===== src/rtl/inst_encoder_pkg.sv =====
// Shared definitions for the instruction encoder: opcodes, instruction formats,
// per-format operand field widths and the opcode-to-format decode.
package inst_pkg;

  localparam int INST_W = 9;

  localparam logic [3:0] OP_ALU0 = 4'b0000;
  localparam logic [3:0] OP_ALU1 = 4'b0001;
  localparam logic [3:0] OP_ALU2 = 4'b0010;
  localparam logic [3:0] OP_ALU3 = 4'b0011;
  localparam logic [3:0] OP_SHL  = 4'b0100;
  localparam logic [3:0] OP_SHR  = 4'b0101;
  localparam logic [3:0] OP_ST   = 4'b0110;
  localparam logic [3:0] OP_LD   = 4'b0111;
  localparam logic [3:0] OP_BR   = 4'b1000;
  localparam logic [3:0] OP_JMP  = 4'b1001;
  localparam logic [3:0] OP_CMP  = 4'b1010;
  localparam logic [3:0] OP_RSVD = 4'b1011;
  localparam logic [3:0] OP_ALU4 = 4'b1100;
  localparam logic [3:0] OP_ADDI = 4'b1101;
  localparam logic [3:0] OP_ANDI = 4'b1110;
  localparam logic [3:0] OP_CLR  = 4'b1111;

  typedef enum logic [2:0] {FMT_R, FMT_SHCMP, FMT_LDST, FMT_IMM5, FMT_CLR, FMT_ILL} fmt_t;
  typedef enum logic [1:0] {IDLE, LOAD, FLUSH} enc_state_t;

  localparam int R_REG_W   = 5;
  localparam int R_IMM_W   = 0;
  localparam int SH_REG_W  = 2;
  localparam int SH_IMM_W  = 3;
  localparam int LS_REG_W  = 3;
  localparam int LS_IMM_W  = 2;
  localparam int I5_REG_W  = 0;
  localparam int I5_IMM_W  = 5;
  localparam int CLR_REG_W = 5;
  localparam int CLR_IMM_W = 0;

  function automatic fmt_t op_fmt(input logic [3:0] op);
    fmt_t f;
    f = FMT_ILL;
    case (op)
      OP_ALU0, OP_ALU1, OP_ALU2, OP_ALU3, OP_ALU4: f = FMT_R;
      OP_SHL, OP_SHR, OP_CMP:                      f = FMT_SHCMP;
      OP_ST, OP_LD:                                f = FMT_LDST;
      OP_BR, OP_JMP, OP_ADDI, OP_ANDI:             f = FMT_IMM5;
      OP_CLR:                                      f = FMT_CLR;
      default:                                     f = FMT_ILL;
    endcase
    return f;
  endfunction

  function automatic int fmt_reg_w(input fmt_t f);
    case (f)
      FMT_R:     return R_REG_W;
      FMT_SHCMP: return SH_REG_W;
      FMT_LDST:  return LS_REG_W;
      FMT_IMM5:  return I5_REG_W;
      FMT_CLR:   return CLR_REG_W;
      default:   return 5;
    endcase
  endfunction

  function automatic int fmt_imm_w(input fmt_t f);
    case (f)
      FMT_R:     return R_IMM_W;
      FMT_SHCMP: return SH_IMM_W;
      FMT_LDST:  return LS_IMM_W;
      FMT_IMM5:  return I5_IMM_W;
      FMT_CLR:   return CLR_IMM_W;
      default:   return 5;
    endcase
  endfunction

endpackage


===== src/rtl/inst_encoder_if.sv =====
// Loader request handshake and instruction-memory write port of the encoder.
interface inst_encoder_if #(parameter int ADDR_W = 9);
  logic              req_valid;
  logic              req_ready;
  logic [3:0]        req_opcode;
  logic [4:0]        req_reg;
  logic [4:0]        req_imm;
  logic              im_we;
  logic [ADDR_W-1:0] im_addr;
  logic [8:0]        im_wdata;

  modport master (output req_valid, req_opcode, req_reg, req_imm,
                  input  req_ready, im_we, im_addr, im_wdata);
  modport slave  (input  req_valid, req_opcode, req_reg, req_imm,
                  output req_ready, im_we, im_addr, im_wdata);
endinterface


===== src/rtl/inst_encoder_pack.sv =====
// Combinational packer: {opcode, reg, imm} -> 9-bit instruction word plus illegal flag.
// Define INST_ENC_RANGE_CHECK_EN to flag operands with bits outside their format's fields.
module inst_pack
  import inst_pkg::*;
(
  input  logic [3:0]        opcode,
  input  logic [4:0]        reg_val,
  input  logic [4:0]        imm_val,
  output logic [INST_W-1:0] word,
  output logic              illegal
);

  fmt_t       fmt;
  logic [4:0] low;
  logic       over;

  always_comb begin
    fmt = op_fmt(opcode);
    low = '0;
    case (fmt)
      FMT_R, FMT_CLR: low = reg_val;
      FMT_SHCMP:      low = {reg_val[1:0], imm_val[2:0]};
      FMT_LDST:       low = {reg_val[2:0], imm_val[1:0]};
      FMT_IMM5:       low = imm_val;
      default:        low = '0;
    endcase
`ifdef INST_ENC_RANGE_CHECK_EN
    over = ((reg_val >> fmt_reg_w(fmt)) != 5'd0) || ((imm_val >> fmt_imm_w(fmt)) != 5'd0);
`else
    over = 1'b0;
`endif
    word    = {opcode, low};
    illegal = (fmt == FMT_ILL) || over;
  end

endmodule


===== src/rtl/inst_encoder.sv =====
// Session FSM, write stage and error status streaming packed instructions into
// consecutive instruction-memory addresses. Range checking: INST_ENC_RANGE_CHECK_EN.
module inst_encoder
  import inst_pkg::*;
#(
  parameter int ADDR_W = 9,
  parameter int LEN_W  = 9
)(
  input  logic              Clk,
  input  logic              Reset_n,
  input  logic              start,
  input  logic [ADDR_W-1:0] base_addr,
  input  logic [LEN_W-1:0]  length,
  input  logic              abort,
  inst_encoder_if.slave     bus,
  output logic              busy,
  output logic              done,
  output logic              err,
  output logic [7:0]        err_cnt
);

  enc_state_t        state, state_nxt;
  logic [INST_W-1:0] word_p0;
  logic              illegal_p0;
  logic              ready, accept_p0, wr_p0, bad_p0, done_nxt;
  logic [LEN_W-1:0]  remain;
  logic [ADDR_W-1:0] addr_next;
  logic              vld_p1;
  logic [ADDR_W-1:0] addr_p1;
  logic [8:0]        data_p1;

  function automatic logic [7:0] sat_inc8(input logic [7:0] v);
    return (v == 8'hFF) ? v : v + 8'd1;
  endfunction

  inst_pack u_pack (
    .opcode  (bus.req_opcode),
    .reg_val (bus.req_reg),
    .imm_val (bus.req_imm),
    .word    (word_p0),
    .illegal (illegal_p0)
  );

  always_ff @(posedge Clk or negedge Reset_n) begin
    if (!Reset_n) state <= IDLE;
    else          state <= state_nxt;
  end

  always_comb begin
    state_nxt = state;
    ready     = 1'b0;
    done_nxt  = 1'b0;
    case (state)
      IDLE: begin
        if (start && length != '0) state_nxt = LOAD;
        if (start && length == '0) done_nxt  = 1'b1;
      end
      LOAD: begin
        ready = !abort;
        if (abort)
          state_nxt = IDLE;
        else if (bus.req_valid && !illegal_p0 && remain == LEN_W'(1))
          state_nxt = FLUSH;
      end
      FLUSH:   state_nxt = IDLE;
      default: state_nxt = IDLE;
    endcase
    if (state != IDLE && state_nxt == IDLE) done_nxt = 1'b1;
    accept_p0 = ready && bus.req_valid;
    wr_p0     = accept_p0 && !illegal_p0;
    bad_p0    = accept_p0 && illegal_p0;
  end

  // p0 -> p1: accepted legal request enters the one-entry write stage
  always_ff @(posedge Clk or negedge Reset_n) begin
    if (!Reset_n) begin
      remain    <= '0;
      addr_next <= '0;
      vld_p1    <= 1'b0;
      addr_p1   <= '0;
      data_p1   <= '0;
      done      <= 1'b0;
      err       <= 1'b0;
      err_cnt   <= '0;
    end else begin
      done   <= done_nxt;
      vld_p1 <= wr_p0;
      if (state == IDLE && start) begin
        remain    <= length;
        addr_next <= base_addr;
        err       <= 1'b0;
        err_cnt   <= '0;
      end
      if (wr_p0) begin
        addr_p1   <= addr_next;
        data_p1   <= word_p0;
        addr_next <= addr_next + ADDR_W'(1);
        remain    <= remain - LEN_W'(1);
      end
      if (bad_p0) begin
        err     <= 1'b1;
        err_cnt <= sat_inc8(err_cnt);
      end
    end
  end

  assign busy          = (state != IDLE);
  assign bus.req_ready = ready;
  assign bus.im_we     = vld_p1;
  assign bus.im_addr   = addr_p1;
  assign bus.im_wdata  = data_p1;

endmodule


===== src/flat_wrapper.sv =====
// flat-port wrapper written by rule: the top's interface ports become plain ports
module inst_encoder_flat import inst_pkg::*;
#(
  parameter int ADDR_W = 9,
  parameter int LEN_W  = 9
)
  (Clk, Reset_n, start, base_addr, length, abort, busy, done, err, err_cnt, bus_req_valid, bus_req_opcode, bus_req_reg, bus_req_imm, bus_req_ready, bus_im_we, bus_im_addr, bus_im_wdata);
  inst_encoder_if #(.ADDR_W(ADDR_W)) bus_i ();
  input  logic Clk;
  input  logic Reset_n;
  input  logic start;
  input  logic [ADDR_W-1:0] base_addr;
  input  logic [LEN_W-1:0] length;
  input  logic abort;
  output logic busy;
  output logic done;
  output logic err;
  output logic [7:0] err_cnt;
  input wire logic [$bits(bus_i.req_valid)-1:0] bus_req_valid;
  input wire logic [$bits(bus_i.req_opcode)-1:0] bus_req_opcode;
  input wire logic [$bits(bus_i.req_reg)-1:0] bus_req_reg;
  input wire logic [$bits(bus_i.req_imm)-1:0] bus_req_imm;
  output wire logic [$bits(bus_i.req_ready)-1:0] bus_req_ready;
  output wire logic [$bits(bus_i.im_we)-1:0] bus_im_we;
  output wire logic [$bits(bus_i.im_addr)-1:0] bus_im_addr;
  output wire logic [$bits(bus_i.im_wdata)-1:0] bus_im_wdata;
  assign bus_i.req_valid = bus_req_valid;
  assign bus_i.req_opcode = bus_req_opcode;
  assign bus_i.req_reg = bus_req_reg;
  assign bus_i.req_imm = bus_req_imm;
  assign bus_req_ready = bus_i.req_ready;
  assign bus_im_we = bus_i.im_we;
  assign bus_im_addr = bus_i.im_addr;
  assign bus_im_wdata = bus_i.im_wdata;
  inst_encoder #(.ADDR_W(ADDR_W), .LEN_W(LEN_W)) u_core (.Clk(Clk), .Reset_n(Reset_n), .start(start), .base_addr(base_addr), .length(length), .abort(abort), .bus(bus_i), .busy(busy), .done(done), .err(err), .err_cnt(err_cnt));
endmodule

===== config.mk =====
export PLATFORM = sky130hd
export DESIGN_NAME = inst_encoder_flat
export DESIGN_NICKNAME = d
export VERILOG_FILES = /design/src/rtl/inst_encoder_pkg.sv /design/src/rtl/inst_encoder_if.sv /design/src/rtl/inst_encoder_pack.sv /design/src/rtl/inst_encoder.sv /design/src/flat_wrapper.sv
export SDC_FILE = /design/constraint.sdc
export NUM_CORES = 1
export LEC_CHECK = 0
export ABC_AREA = 1
export CORE_MARGIN = 5
export CORE_UTILIZATION = 54
export DETAILED_ROUTE_END_ITERATION = 10
export PLACE_DENSITY = 0.95
export SKIP_CTS_REPAIR_TIMING = 1
export SYNTH_ARGS = -nofsm -noshare
export SYNTH_HDL_FRONTEND = slang
export SYNTH_SLANG_ARGS = --single-unit

===== constraint.sdc =====
create_clock -name Clk -period 2.4 [get_ports Clk]
set_clock_uncertainty 0.05 [all_clocks]
set_input_delay 0.36 -clock Clk [delete_from_list [all_inputs] [get_ports Clk]]
set_output_delay 0.36 -clock Clk [all_outputs]
set_load 0.01 [all_outputs]

# [After elaboration in Yosys (flattened, before gate mapping)]
# Memories as Yosys holds them, arrays and structs flattened.
# Index checks and enable logic that the tools add are counted.
[op_classes] add_sub_neg=3 n_eq_ne=9 mux=18 n_reduce_logical=21
[ops] op="$mux W9" count=4
[ops] op="$mux W8" count=3
[ops] op="$pmux W5 S4" count=1
[ops] op="$add A9 B1 Y9 const B" count=1
[ops] op="$eq A9 B1 Y1 const B" count=1
[ops] op="$logic_and A1 B1 Y1" count=9
[ops] op="$logic_not A9 Y1" count=1
[ops] op="$reduce_bool A9 Y1" count=1
[ops] op="$sub A9 B1 Y9 const B" count=1
[ops] op="$add A8 B1 Y8 const B" count=1
[ops] op="$eq A8 B8 Y1 const B" count=1
[ops] op="$eq A3 B2 Y1 const B" count=2
[ops] op="$eq A3 B3 Y1 const B" count=2
[ops] op="$mux W1" count=6
[ops] op="$mux W2" count=3
[ops] op="$reduce_bool A2 Y1" count=3
[ops] op="$logic_not A2 Y1" count=2
[ops] op="$pmux W2 S2" count=1
[ops] op="$eq A3 B1 Y1 const B" count=1
[ops] op="$logic_not A3 Y1" count=1
[ops] op="$eq A2 B1 Y1 const B" count=1
[ops] op="$logic_not A1 Y1" count=2
[ops] op="$ne A2 B2 Y1 const B" count=1
[ops] op="$reduce_and A2 Y1" count=1
[ops] op="$reduce_or A2 Y1" count=1
[word_totals] word_cells=61 n_memories=1 input_bits=37 ff_bits=49 mem_bits_ro=48 out_inout_bits=31
[memory_table] memory="(name not given)" words=16 word_bits=3 read_ports=1 rd_clocked_by_memory_dff=0 wr=0 line_no="inst_encoder_pkg.sv:41" rtl="case (op)"

# [Depth between registers and ports, before layout]
# An unclocked memory read counts as a cell.
[logic_depth] depth_word=11 mapped_depth=10 depth_no_buf=10

# [Hierarchy]
# A second synthesis with hierarchy kept.
[unflattened] hier_cells=389 area_unflattened_um2=2865.2
[modules_own_cells] module="inst_encoder" n_inst=1 cells_per_inst=338 seq_area_each_um2=1226.2 area_each_um2=2582.5
[modules_own_cells] module="inst_pack" n_inst=1 cells_per_inst=51 seq_area_each_um2=0.0 area_each_um2=282.8

# [Least setup slack after synthesis]
# No wires, ideal clock.
[synth_timing] kind="reg-to-reg" startpoint="register u_core.err_cnt[0]" endpoint="register u_core.err_cnt[0]" required_ns=2.273 t_arrival_ns=1.341 stages_incl_launch_ff=10 path_buffers=0 path_slack_ns=0.932 setup_ns=0.077 period_less_slack_ns=1.468 path_cell_list="dfrtp_1 -> ha_1 -> nand2_1 -> inv_1 -> nand4_1 -> nand2_4 -> nand2_4 -> inv_4 -> nand2_1 -> o21ai_1"
[synth_via] elab_chain_cells=3 elab_cells_between_ends=6 cone_classes="1 x add/sub; 2 x eq/ne; 2 x mux; 1 x reduce/logical"
[synth_lines] item="start: declaration" line_no="inst_encoder.sv:19" rtl="output logic [7:0] err_cnt"
[synth_lines] item="start signal: assignment" line_no="inst_encoder.sv:102" rtl="err_cnt <= sat_inc8(err_cnt);"
[synth_lines] item="$add A8 B1 Y8 or $eq A8 B8 Y1 (tied branches)" line_no="inst_encoder.sv:33" rtl="return (v == 8'hFF) ? v : v + 8'd1;"
[synth_lines] item="$mux W8 or $ne A2 B2 Y1 (tied branches)"
[synth_lines] item="$mux W8 or $reduce_and A2 Y1 (tied branches)"
# Parallel ways exist; a longest one is shown, timed or not. The select of a mux whose other input is x is not followed.
# A chain may end at the register's enable or synchronous reset.

# [Worst setup path in the final report]
[layout_timing] startpoint="input port abort" endpoint="output port bus_req_ready"
[layout_via] elab_chain_cells=2
[layout_lines] item="start: declaration" line_no="flat_wrapper.sv:14" rtl="input logic abort;"
[layout_lines] item="$logic_not A1 Y1" line_no="inst_encoder.sv:59" rtl="ready = !abort;"
[layout_lines] item="$mux W1" line_no="inst_encoder.sv:53" rtl="case (state)"
[layout_lines] item="end: declaration" line_no="flat_wrapper.sv:23" rtl="output wire logic [$bits(bus_i.req_ready)-1:0] bus_req_ready;"
# No other way between the ends.

==> run summary <==
Core ar. = 5070 um2
Synthesis-stage register bit count = 49
Clock Path Buffers = 2
Worst min path class = primary input to asynchronous set/reset pin
Setup violators final = 0
First-pass GRT wire length = 12.1 mm
Fill cells = 373
EDFF count, synth = 0
Status = finished, violations left
Critical path's largest stage delay = 0.58 ns
Synth Area in Adders = 2.24%
Mapped cell area = 2790 um2
Syn avg cell area = 7.59 um2
Sequential fraction of the synthesis area = 43.9%
DR DRC count = 0
Share of layout cells above drive strength 1 = 6.82%
Worst setup SP type = primary input
Setup CP Type = primary input to output port
Vias in the first global route = 2692
Synth area leader = dfrtp_1
IO buf count = 67
Crit path time final = 1.96 ns
Via count = 2788
Cts bufs inserted = 5
Gpl congestion = 0.994
Synth warnings = 0
Mux share of post-synthesis cell area = 0%
Chip width = 81.9 um
Max-cap violation count = 0
Maximum clock frequency = 510 MHz
Area Overhead vs Synth = 30.9%
Power Total = 2670 uW
Routed Antenna Nets = 0
Worst EP arrival = 1.55 ns
Buf+Inv Stages, Crit Path = 2
Antenna violations before repair = 0
Simple-gate area share of the yosys netlist = 32.2%
Aggregate routed wire length = 7.17 mm
Commonest non-fill, non-tap cells in the layout = nand2_1 (118), clkdlybuf4s50_1 (66), dfrtp_1 (49)
Most frequent CP cell = clkdlybuf4s50_1
Synth top area cells = dfrtp_1 (44%), nand2_1 (16%), nand3_1 (6.1%)
Iteration-0 DRC Markers = 245
DR pass1 iterations = 5
Worst EP required = 1.99 ns
Clock Latency Late Sink = 0.31 ns
Final setup TNS = 0 ns
CTS sink count = 49
Internal power = 1730 uW
Count of standard-cell rows = 26
Net Sw Power = 934 uW
Min Hold Slack = -0.00704 ns
Wirelength per Cell = 14.1 um
Synthesized Nets = 410
Final period util = 81.6%
Die height = 81.9 um
Combinational power share = 35.0%
Dpl hpwl = 5.40 mm
CP delay by family, top = buffers and inverters
Failing checks = negative hold slack
Max-slew violations = 0
Layout net count = 481
Leak = 0.00178 uW
Seq pwr share = 44.4%
IO Count = 68
Root Buffer Master = clkbuf_8
DR vias/cell = 5.47
Power per standard cell area = 729 nW/um2
Worst slew pin tran = 0.589 ns
Cell breakdown of the critical path = clkdlybuf4s50_1, nor2_2, clkdlybuf4s50_1
Post-synth cell types = 32
Commonest non-fill, non-tap cell in the layout = nand2_1
Asr flop ratio synth = 100%
Diodes inserted = 0
Unrepaired setup endpoints after global routing = false
Total track usage = 23.1%
Worst reg2reg setup slack = 0.74 ns
Die area = 6710 um2
CTS H-tree lvls = 2
CP max-delay cell = clkdlybuf4s50_1
CP max FO = 3
CP endpoint kind = output port
Peak VDD IR = 605 uV
Fin. Hold Viols = 24
Largest net degree at the start of global routing = 30
Relative slew margins = 60.8%
Fin cells = 510
Prevailing post-synth register cell = dfrtp_1
Compound-Gate Fraction of Synth Area = 10.7%
Initial Util = 55.0%
Clock share of power = 20.7%
Clock transition at the registers of the reported paths = 0.09 ns
Net Sw Frac = 35.0%
Finished Core Util = 72.0%
Combinational family with the most area after synthesis = simple AND/OR/NAND/NOR gates
Grt ovf = 0
Placed cell count = 502
Synth Area in XOR/XNOR = 2.51%
CTS tree = done
Top-area cell type share of the netlist area = 43.9%
Synthesized instance count = 368
state kept, by name, summed over array words and instances, names as in the netlist:
register,cells
u_core.remain,9
u_core.bus.im_we,1
u_core.addr_next,9
u_core.err,1
u_core.state,2
u_core.err_cnt,8
u_core.bus.im_addr,9
u_core.done,1
u_core.bus.im_wdata,9
synthesized netlist by cell type, types with 4 or more instances:
library cell and n:
ha_1 5, inv_1 43, o21ai_1 4, nand4_1 9
nor2_1 27, o21ai_0 26, o211ai_1 5, nand3_1 34
nand2_4 4, dfrtp_1 49, nand2_1 118, xor2_1 8
per-stage QoR:
stage	worst slack, ns	instance area [um2]
floorplan	0.932	2790
global placement	0.274	3550
detailed placement	0.197	3550
CTS	0.434	3650
global route	0.335	3650
finish	0.441	3650
layer usage:
layer / routed length, um / global-route usage (%) / vias up
li1: - / - / 1322
met1: 2940 / 29.6 / 1293
met2: 3450 / 37.9 / 150
met3: 620 / 5.59 / 23
met4: 161 / 8.47 / 0
met5: 0 / 0 / -
final timing paths:
kind / startpoint / end / depth (start not counted)
max: abort / bus_req_ready / 3
min: Reset_n / u_core.err_cnt[4] / 1
max reg2reg: u_core.err_cnt[0] / u_core.err_cnt[7] / 9
min reg2reg: u_core.err / u_core.err / 2
max in group asynchronous: Reset_n / u_core.remain[6] / 2
min in group Clk: u_core.err / u_core.err / 2
worst reg2reg max path: stages, from the launching register on:
cell	delay [ns]
dfrtp_1	0.48
ha_1	0.25
nand2_1	0.09
inv_1	0.10
nand4_1	0.18
nand2_4	0.13
nand2_4	0.07
inv_4	0.11
nand2_1	0.08
o21ai_2	0.06
kinds of logic (layout without fill, tap and decap cells):
family,count (synthesis),after routing
AO/OA/AOI/OAI,50,50
buffers and inverters,54,126
flip-flops,49,49
XOR/XNOR,8,8
AND/OR/NAND/NOR,202,202
adder cells (fa/ha/maj),5,5
area by class of cell:
type	instances	area [um2]	share of cell area (%)
clock buffer	7	96.3	2.64
tap	70	87.6	2.40
sequential	49	1230	33.6
timing repair buffer	72	728	19.9
multi-input combinational	265	1330	36.4
inverter	46	178	4.86
clock inverter	1	8.76	0.240
power by group through the flow:
stage | logic (uW) | clock network, uW | registers (uW)
4_1_cts | 931 | 562 | 1180
6_report | 932 | 551 | 1180
2_1_floorplan | 442 | 0 | 1210
3_5_place_dp | 919 | 0 | 1190
3_3_place_gp | 881 | 0 | 1190
5_1_grt | 1030 | 597 | 1210
No activity file was read; power rests on OpenSTA's default activity.
